## config.mk

```make
export PLATFORM = sky130hd
export DESIGN_NAME = mul_operand_feeder
export DESIGN_NICKNAME = d
export VERILOG_FILES = /design/src/rtl/mul_feed_pkg.sv /design/src/rtl/mul_feed_fifo.sv /design/src/rtl/mul_operand_feeder.sv
export SDC_FILE = /design/constraint.sdc
export NUM_CORES = 1
export LEC_CHECK = 0
export CAP_MARGIN = 15
export CORE_MARGIN = 2
export CORE_UTILIZATION = 54
export CTS_CLUSTER_DIAMETER = 120
export CTS_CLUSTER_SIZE = 28
export DETAILED_ROUTE_END_ITERATION = 16
export DONT_BUFFER_PORTS = 1
export GPL_TIMING_DRIVEN = 0
export PLACE_DENSITY = 0.75
export SYNTH_ARGS = -nofsm -noshare
export SYNTH_HDL_FRONTEND = slang
export SYNTH_SLANG_ARGS = --single-unit
```

## constraint.sdc

```tcl
create_clock -name clk -period 5.2 [get_ports clk]
set_input_delay 1.04 -clock clk [delete_from_list [all_inputs] [get_ports clk]]
set_output_delay 1.04 -clock clk [all_outputs]
set_load 0.02 [all_outputs]
```

## src/rtl/mul_feed_pkg.sv

```systemverilog
// Shared types and constants for the multiplier operand feeder.
// - feed_state_t  : feeder FSM states
// - DEFAULT_WIDTH : default operand width
// - DEFAULT_DEPTH : default operand FIFO depth
// - timeout_limit : WAIT-state cycle limit used when MUL_FEED_TIMEOUT_EN is defined
package mul_feed_pkg;

  typedef enum logic [1:0] {IDLE, ISSUE, WAIT, HOLD} feed_state_t;

  localparam int unsigned DEFAULT_WIDTH = 2;
  localparam int unsigned DEFAULT_DEPTH = 4;

  // Worst-case multiplier latency plus margin.
  function automatic int unsigned timeout_limit(input int unsigned width);
    return (32'd1 << width) + 32'd4;
  endfunction

endpackage

```

## src/rtl/mul_feed_fifo.sv

```systemverilog
// Operand-pair FIFO for the multiplier feeder. Each entry is {a, b}.
// Ports:
//   clk, rst            clock, async active-high reset
//   push, push_data     write request (ignored when full), entry data
//   pop, pop_data       read request (ignored when empty), head entry (combinational)
//   full, empty, count  occupancy status
module mul_feed_fifo
  import mul_feed_pkg::*;
#(
  parameter int unsigned WIDTH = DEFAULT_WIDTH,
  parameter int unsigned DEPTH = DEFAULT_DEPTH
) (
  input  logic                       clk,
  input  logic                       rst,
  input  logic                       push,
  input  logic [2*WIDTH-1:0]         push_data,
  input  logic                       pop,
  output logic [2*WIDTH-1:0]         pop_data,
  output logic                       full,
  output logic                       empty,
  output logic [$clog2(DEPTH):0]     count
);

  localparam int unsigned AW = $clog2(DEPTH);
  localparam int unsigned CW = AW + 1;

  logic [2*WIDTH-1:0] mem_q [DEPTH];
  logic [AW-1:0]      wr_ptr_q, rd_ptr_q;
  logic [CW-1:0]      count_q;
  logic               do_push, do_pop;

  assign full     = (count_q == CW'(DEPTH));
  assign empty    = (count_q == '0);
  assign do_push  = push && !full;
  assign do_pop   = pop && !empty;
  assign pop_data = mem_q[rd_ptr_q];
  assign count    = count_q;

  // Pointers are exactly log2(DEPTH) bits, so they wrap modulo DEPTH for free.
  always_ff @(posedge clk or posedge rst) begin
    if (rst) begin
      wr_ptr_q <= '0;
      rd_ptr_q <= '0;
      count_q  <= '0;
    end else begin
      if (do_push) wr_ptr_q <= wr_ptr_q + 1'b1;
      if (do_pop)  rd_ptr_q <= rd_ptr_q + 1'b1;
      case ({do_push, do_pop})
        2'b10:   count_q <= count_q + 1'b1;
        2'b01:   count_q <= count_q - 1'b1;
        default: count_q <= count_q;
      endcase
    end
  end

  // Storage needs no reset; occupancy is tracked by the pointers.
  always_ff @(posedge clk) begin
    if (do_push) mem_q[wr_ptr_q] <= push_data;
  end

endmodule

```

## src/rtl/mul_operand_feeder.sv

```systemverilog
// Upstream feeder for the sequential multiplier. Queues operand pairs, issues them one at
// a time (mul_a/mul_b + one-cycle mul_start), waits for mul_done and holds the product on
// a valid/ready output.
// Optional build macro: MUL_FEED_TIMEOUT_EN adds a WAIT-state watchdog and the timeout port.
// Ports:
//   clk, rst                       clock, async active-high reset
//   in_valid/in_ready/in_a/in_b    operand pair input
//   mul_a/mul_b/mul_start          issue interface to the multiplier
//   mul_done/mul_product           completion from the multiplier
//   out_valid/out_ready/out_product  result output
//   busy, fifo_count               status
//   timeout                        (MUL_FEED_TIMEOUT_EN only) result is a timeout, product 0
module mul_operand_feeder
  import mul_feed_pkg::*;
#(
  parameter int unsigned WIDTH = DEFAULT_WIDTH,
  parameter int unsigned DEPTH = DEFAULT_DEPTH
) (
  input  logic                   clk,
  input  logic                   rst,
  input  logic                   in_valid,
  output logic                   in_ready,
  input  logic [WIDTH-1:0]       in_a,
  input  logic [WIDTH-1:0]       in_b,
  output logic [WIDTH-1:0]       mul_a,
  output logic [WIDTH-1:0]       mul_b,
  output logic                   mul_start,
  input  logic                   mul_done,
  input  logic [2*WIDTH-1:0]     mul_product,
  output logic                   out_valid,
  input  logic                   out_ready,
  output logic [2*WIDTH-1:0]     out_product,
  output logic                   busy,
`ifdef MUL_FEED_TIMEOUT_EN
  output logic                   timeout,
`endif
  output logic [$clog2(DEPTH):0] fifo_count
);

  feed_state_t        state_q, state_d;
  logic               fifo_push, fifo_pop, fifo_full, fifo_empty;
  logic [2*WIDTH-1:0] fifo_head;
  logic [WIDTH-1:0]   mul_a_q, mul_b_q;
  logic [2*WIDTH-1:0] out_product_q;
  logic               capture;

  // Held low during reset so nothing is accepted until rst deasserts.
  assign in_ready  = !fifo_full && !rst;
  assign fifo_push = in_valid && in_ready;

  mul_feed_fifo #(
    .WIDTH (WIDTH),
    .DEPTH (DEPTH)
  ) u_fifo (
    .clk       (clk),
    .rst       (rst),
    .push      (fifo_push),
    .push_data ({in_a, in_b}),
    .pop       (fifo_pop),
    .pop_data  (fifo_head),
    .full      (fifo_full),
    .empty     (fifo_empty),
    .count     (fifo_count)
  );

`ifdef MUL_FEED_TIMEOUT_EN
  localparam int unsigned TO_LIMIT = timeout_limit(WIDTH);
  localparam int unsigned TO_CW    = $clog2(TO_LIMIT);

  logic [TO_CW-1:0] wait_cnt_q;
  logic             timeout_q;
  logic             timed_out;

  always_ff @(posedge clk or posedge rst) begin
    if (rst) begin
      wait_cnt_q <= '0;
      timeout_q  <= 1'b0;
    end else begin
      // Cleared in ISSUE so the count starts at 0 on the first WAIT cycle.
      if (state_q == ISSUE)     wait_cnt_q <= '0;
      else if (state_q == WAIT) wait_cnt_q <= wait_cnt_q + 1'b1;
      if (timed_out)                        timeout_q <= 1'b1;
      else if (state_q == HOLD && out_ready) timeout_q <= 1'b0;
    end
  end

  assign timeout = timeout_q;
`endif

  // State register
  always_ff @(posedge clk or posedge rst) begin
    if (rst) state_q <= IDLE;
    else     state_q <= state_d;
  end

  // Next state; mul_done outside WAIT is deliberately ignored.
  always_comb begin
    state_d = state_q;
    capture = 1'b0;
`ifdef MUL_FEED_TIMEOUT_EN
    timed_out = 1'b0;
`endif
    unique case (state_q)
      IDLE:  if (!fifo_empty) state_d = ISSUE;
      ISSUE: state_d = WAIT;
      WAIT: begin
        if (mul_done) begin
          state_d = HOLD;
          capture = 1'b1;
        end
`ifdef MUL_FEED_TIMEOUT_EN
        else if (wait_cnt_q == TO_CW'(TO_LIMIT - 1)) begin
          state_d   = HOLD;
          timed_out = 1'b1;
        end
`endif
      end
      HOLD:  if (out_ready) state_d = IDLE;
    endcase
  end

  // Outputs
  always_comb begin
    fifo_pop  = 1'b0;
    mul_start = 1'b0;
    out_valid = 1'b0;
    unique case (state_q)
      IDLE:  fifo_pop  = !fifo_empty;
      ISSUE: mul_start = 1'b1;
      WAIT:  ;
      HOLD:  out_valid = 1'b1;
    endcase
  end

  assign busy = (state_q != IDLE) || !fifo_empty;

  // Operand and result registers
  always_ff @(posedge clk or posedge rst) begin
    if (rst) begin
      mul_a_q       <= '0;
      mul_b_q       <= '0;
      out_product_q <= '0;
    end else begin
      if (fifo_pop) {mul_a_q, mul_b_q} <= fifo_head;
      if (capture)  out_product_q <= mul_product;
`ifdef MUL_FEED_TIMEOUT_EN
      else if (timed_out) out_product_q <= '0;
`endif
    end
  end

  assign mul_a       = mul_a_q;
  assign mul_b       = mul_b_q;
  assign out_product = out_product_q;

endmodule

```

== After elaboration in Yosys (flattened, before gate mapping) ==
Memories as Yosys holds them, arrays and structs flattened. A register that Yosys moved wholly into a read port is not among the register bits.
Cells that the tools add are included.

* Reductions and logical operators: 13
* Eq/ne operators: 9
* $add $sub $neg: 4
* Mux-type cells: 12

{| class="wikitable"
|+ Operators with widths
! operator !! number
|-
| one-hot mux 2 bit (4 select lines) || 1
|-
| 2-to-1 mux 1 bit || 7
|-
| equality test 2 bit, second input constant || 3
|-
| 2-to-1 mux 2 bit || 3
|-
| inequality test 2 bit, second input constant || 3
|-
| one-hot mux 3 bit (2 select lines) || 1
|-
| adder 2 x 1 -> 2 bit, second input constant || 2
|-
| equality test 2 x 1 -> 1 bit, second input constant || 2
|-
| logical AND 1 bit || 4
|-
| nonzero test 2 bit || 2
|-
| adder 3 x 1 -> 3 bit, second input constant || 1
|-
| equality test 3 bit, second input constant || 1
|-
| zero test 1 bit || 3
|-
| zero test 3 bit || 1
|-
| AND reduction 3 bit || 1
|-
| subtractor 3 x 1 -> 3 bit, second input constant || 1
|-
| zero test 2 bit || 1
|-
| logical OR 1 bit || 1
|}

* Memories: 1
* Flip-flop bits (word level): 13
* Output and inout bits: 15
* Bits in writable memories: 16
* Bits of input ports: 13
* Logic and storage cells: 44

{| class="wikitable"
|+ Memory list
! memory !! words !! bits a word !! read ports !! clocked after memory_dff !! write ports !! line !! RTL
|-
| u_fifo.mem_q || 4 || 4 || 1 || 1 || 1 || mul_feed_fifo.sv:27 || <nowiki>logic [2*WIDTH-1:0] mem_q [DEPTH];</nowiki>
|}

== Logic depth before layout (Yosys ltp) ==
* Depth after elaboration: 7
* Mapped depth: 9
* Mapped depth without buffers: 9

== Hierarchy ==
A second synthesis with hierarchy kept.

* Cell total of the unflattened synthesis: 96
* Area, all modules: 1,534.0 sq um

{| class="wikitable"
|+ Modules (own cells, without submodules)
! module !! cells an instance !! area each (sq um) !! times used !! sequential area each (sq um)
|-
| mul_feed_fifo || 59 || 1,021.0 || 1 || 655.6
|-
| mul_operand_feeder || 37 || 513.0 || 1 || 250.2
|}

== Worst setup path before layout ==
Ideal clock, no wire load.

* Kind: input -> register
* Start: input in_valid
* End: register u_fifo.count_q[2] (netlist: u_fifo.count[2])
* Path slack: 2.708 ns
* Path buffers: 0
* Cell stages on the path: 8
* Arrival: 2.353 ns
* Cells stage by stage: inv_1 > a211oi_4 > inv_2 > ha_1 > fa_1 > xnor2_1 > nor2_1 > xor2_1

* Word-level cells in the longest chain between the ends: 4
* Elaborated cells between the ends (all ways): 6

{| class="wikitable"
|+ Ends and longest elaborated chain
! item !! line !! RTL
|-
| from (decl) || mul_operand_feeder.sv:21 || <nowiki>input logic in_valid,</nowiki>
|-
| logical AND 1 bit * || mul_operand_feeder.sv:49 || <nowiki>assign fifo_push = in_valid && in_ready;</nowiki>
|-
| logical AND 1 bit * || mul_feed_fifo.sv:34 || <nowiki>assign do_push = push && !full;</nowiki>
|-
| equality test 2 x 1 -> 1 bit or equality test 2 bit (tied branches) || mul_feed_fifo.sv:48 || <nowiki>case ({do_push, do_pop})</nowiki>
|-
| one-hot mux 3 bit (2 select lines) or nonzero test 2 bit (tied branches) || -- ||
|-
| to (signal assigned) || mul_feed_fifo.sv:49 || <nowiki>2'b10: count_q <= count_q + 1'b1;</nowiki>
|-
| to (signal assigned) || mul_feed_fifo.sv:50 || <nowiki>2'b01: count_q <= count_q - 1'b1;</nowiki>
|-
| to (signal assigned) || mul_feed_fifo.sv:51 || <nowiki>default: count_q <= count_q;</nowiki>
|-
| to (decl) || mul_feed_fifo.sv:29 || <nowiki>logic [CW-1:0] count_q;</nowiki>
|}

Mark *: on every way between the ends. The rest lies on a longest branch, timed or not.
A chain may end at the register's enable or synchronous reset.

== Final worst setup path ==
* Start: register u_fifo.count_q[0] (netlist: u_fifo.count[0])
* End: output in_ready

* Word-level cells in the longest chain between the ends: 3

{| class="wikitable"
|+ Ends and longest elaborated chain
! item !! line !! RTL
|-
| equality test 3 bit || mul_feed_fifo.sv:32 || <nowiki>assign full = (count_q == CW'(DEPTH));</nowiki>
|-
| zero test 1 bit || mul_operand_feeder.sv:48 || <nowiki>assign in_ready = !fifo_full && !rst;</nowiki>
|-
| logical AND 1 bit || mul_operand_feeder.sv:48 ||
|-
| to (decl) || mul_operand_feeder.sv:22 || <nowiki>output logic in_ready,</nowiki>
|}

Every way passes these cells.

==> run_results.csv <==
group,metric,value,unit
cells_and_area,utilization,62.0,%
synth,ys.flop_type,"dfrtp_1",
synth,syn_area,1480,sq um
synth,ys_ff_latch,33,
clocking,clock_latency,0.33,ns
synth,yosysUniqueCellTypes,21,
place,gp_congestion,0.688,
critical_path,critPathArrivalTime,1.52,ns
drt,drc,0,
synth,synthesis.nets,124,
critical_path,end_kind,"primary output",
grt,grt_pass1_wl,3440,um
critical_path,critical_path_required,4.16,ns
timing,hold_ws,0.566,ns
clocking,cts_root_buffer,"clkbuf_4",
place,io_buffer_count,0,
synth,syn_avg_cell_area,14.8,sq um
cells_and_area,multi_input_area,527,sq um
synth,syn_inst,100,
critical_path,r2r_start,"u_fifo.count[0]$_DFFE_PP0P_",
grt,grt_overflow,0,
pwr,p_leak,0.662,nW
die,core-area,2520,sq um
grt,grt_max_degree,18,
pwr,fin_total_pwr,935,uW
die,die_w,56.3,um
timing,tightest_slew,0.644,ns
pwr,p_per_area,598,nW/um^2
hold_path,holdPathStages,1,
status,run_status,"complete, no violations",
synth,synth.area.top_cells,"edfxtp_1 (33%), dfrtp_1 (29%), ha_1 (8.5%)",
die,start_util,58.5,%
hold_path,holdPathEnd,"state_q[1]$_DFFE_PP0P_",
drt,wire_per_inst,14.8,um
synth,synth.most_common_cell,"dfrtp_1",
timing,slew_headroom,57.0,%
synth,async_flop_share,51.5,%
critical_path,worstPathMaxFanout,6,
hold_path,min_from,"state_q[1]$_DFFE_PP0P_",
drt,vias_per_cell,5.43,
drt,routed-via-count,749,
clocking,cts.repair.resized,0,
clocking,clk_pin_slew,0.09,ns
timing,setup_violations,0,
timing,fin_tns_setup,0,ns
cells_and_area,nets,131,
cells_and_area,drive_gt1_share,20.4,%
grt,antenna_found_initial,0,
synth,ys_warn_count,0,
synth,yosys.area.top_type,"edfxtp_1",
critical_path,startpoint_type,"register",
clocking,cts_buffer_depth,2,
critical_path,reg2reg_to,"u_fifo.count[2]$_DFFE_PP0P_",
cells_and_area,final_cell_area,1560,sq um
pwr,vdd_ir_drop_max,0.000461,V
clocking,cts_tree,"built",
clocking,htreeDepth,2,
die,ioPinCount,28,
grt,track_usage,14.9,%
grt,grt_pass1_vias,759,
critical_path,reg2reg_depth,7,
timing,rsz0062_at_grt,"no",
drt,antenna_left,0,
clocking,postCtsSetupBuffers,0,
timing,hold_viol_final,0,
pwr,p_int,565,uW
clocking,cts_made_buffers,5,
synth,ys_seq_area_share,61.4,%
cells_and_area,diodes,0,
pwr,p_seq_share,51.9,%
synth,synthTopCellsByCount,"dfrtp_1 (17), edfxtp_1 (16), nand2_1 (15), ha_1 (10), inv_1 (8)",
drt,totalWireLength,2040,um
timing,period_share,49.1,%
place,postPlaceCellArea,1510,sq um
timing,fmax,391,MHz
drt,dr.first_iter.drc_count,14,
pwr,power_frac_comb,33.8,%
hold_path,hp-class,"reg2reg",
critical_path,r2r_slack,2.76,ns
critical_path,path_class,"reg2out",
die,rows,18,
die,chipHeight,56.3,um
timing,worst_slack,2.64,ns
pwr,pwr-share-clk,14.3,%
place,placed_cells,130,
die,die-area,3170,sq um
drt,first_pass_iters,4,
cells_and_area,final_cells,138,
synth,synth-edff-count,16,
synth,yosysTopAreaCellShare,32.6,%
cells_and_area,num-fill-cells,200,
pwr,p_sw,370,uW
place,pre_cts_ws,2.61,ns
timing,min_period,2.56,ns
timing,fin_skew,0.00862,ns
cells_and_area,syn_to_final_growth,6.02,%
clocking,clkSinkCount,33,
clocking,cts.hold.buffers_added,0,
cells_and_area,seq_area,906,sq um
place,place_hpwl,1540,um
flow_run,drv_cap,0,
pwr,switching_share,39.6,%
timing,maxSlewViolCount,0,
power groups by stage:
stage               clock network [mW]  registers (mW)  logic [mW]
global placement                     0           0.489       0.307
finish                           0.134           0.485       0.316
CTS                              0.139           0.488       0.323
global route                     0.152           0.499       0.359
floorplan                            0           0.476       0.274
detailed placement                   0           0.494       0.322
routing by layer:
metal | vias up | GRT usage, % | wire length, um
met3 | 6 | 7.37 | 140
li1 | 354 | - | -
met1 | 365 | 16.5 | 841
met5 | - | 0 | 0
met4 | 0 | 6.12 | 38
met2 | 24 | 24.4 | 1020
layout by cell type, fill, tap and decap left out, drive strengths merged:
cell type,instances
nand2,15
a222oi,1
clkinv,2
buf,1
nor3,1
dfrtp,17
a211oi,1
o31ai,1
xor2,1
a21oi,1
mux4,4
ha,10
and2,4
clkbuf,6
nor2,3
xnor2,5
edfxtp,16
fa,1
mux2,7
mux2i,1
inv,10
worst max path at each step:
| stage | start | end | slack [ns] |
|---|---|---|---|
| finish | u_fifo.count[0]$_DFFE_PP0P_ | in_ready | 2.64 |
| global route | u_fifo.count[0]$_DFFE_PP0P_ | in_ready | 2.55 |
| CTS | u_fifo.count[0]$_DFFE_PP0P_ | in_ready | 2.61 |
| detailed placement | in_valid | u_fifo.count[2]$_DFFE_PP0P_ | 2.61 |
| global placement | in_valid | u_fifo.count[2]$_DFFE_PP0P_ | 2.64 |
| floorplan | in_valid | u_fifo.count[2]$_DFFE_PP0P_ | 2.71 |
state kept, by name (all words and copies together), names as in the netlist:
name             flops
u_fifo.mem_q        16
out_product          4
u_fifo.count         3
mul_a                2
mul_b                2
state_q              2
u_fifo.rd_ptr_q      2
u_fifo.wr_ptr_q      2
critical path, stage by stage, from the launching register on:
cell and delay (ns):
dfrtp_1 0.61, nor2_1 0.16, a21oi_1 0.42
cells by family after synthesis:
family | synth area share (%)
flip-flops | 61.4
AO/OA/AOI/OAI | 3.22
XOR/XNOR | 3.56
adder cells (fa/ha/maj) | 9.84
buffers and inverters | 2.88
multiplexers | 12.1
AND/OR/NAND/NOR | 6.95
cell type report:
class	instances	share of cell area, %
tap	30	2.40
buffer	1	0.320
clock inverter	2	0.640
clock buffer	6	2.64
sequential	33	57.9
inverter	10	2.40
multi-input combinational	56	33.7
Note: power is estimated with default switching activity, not from simulation.
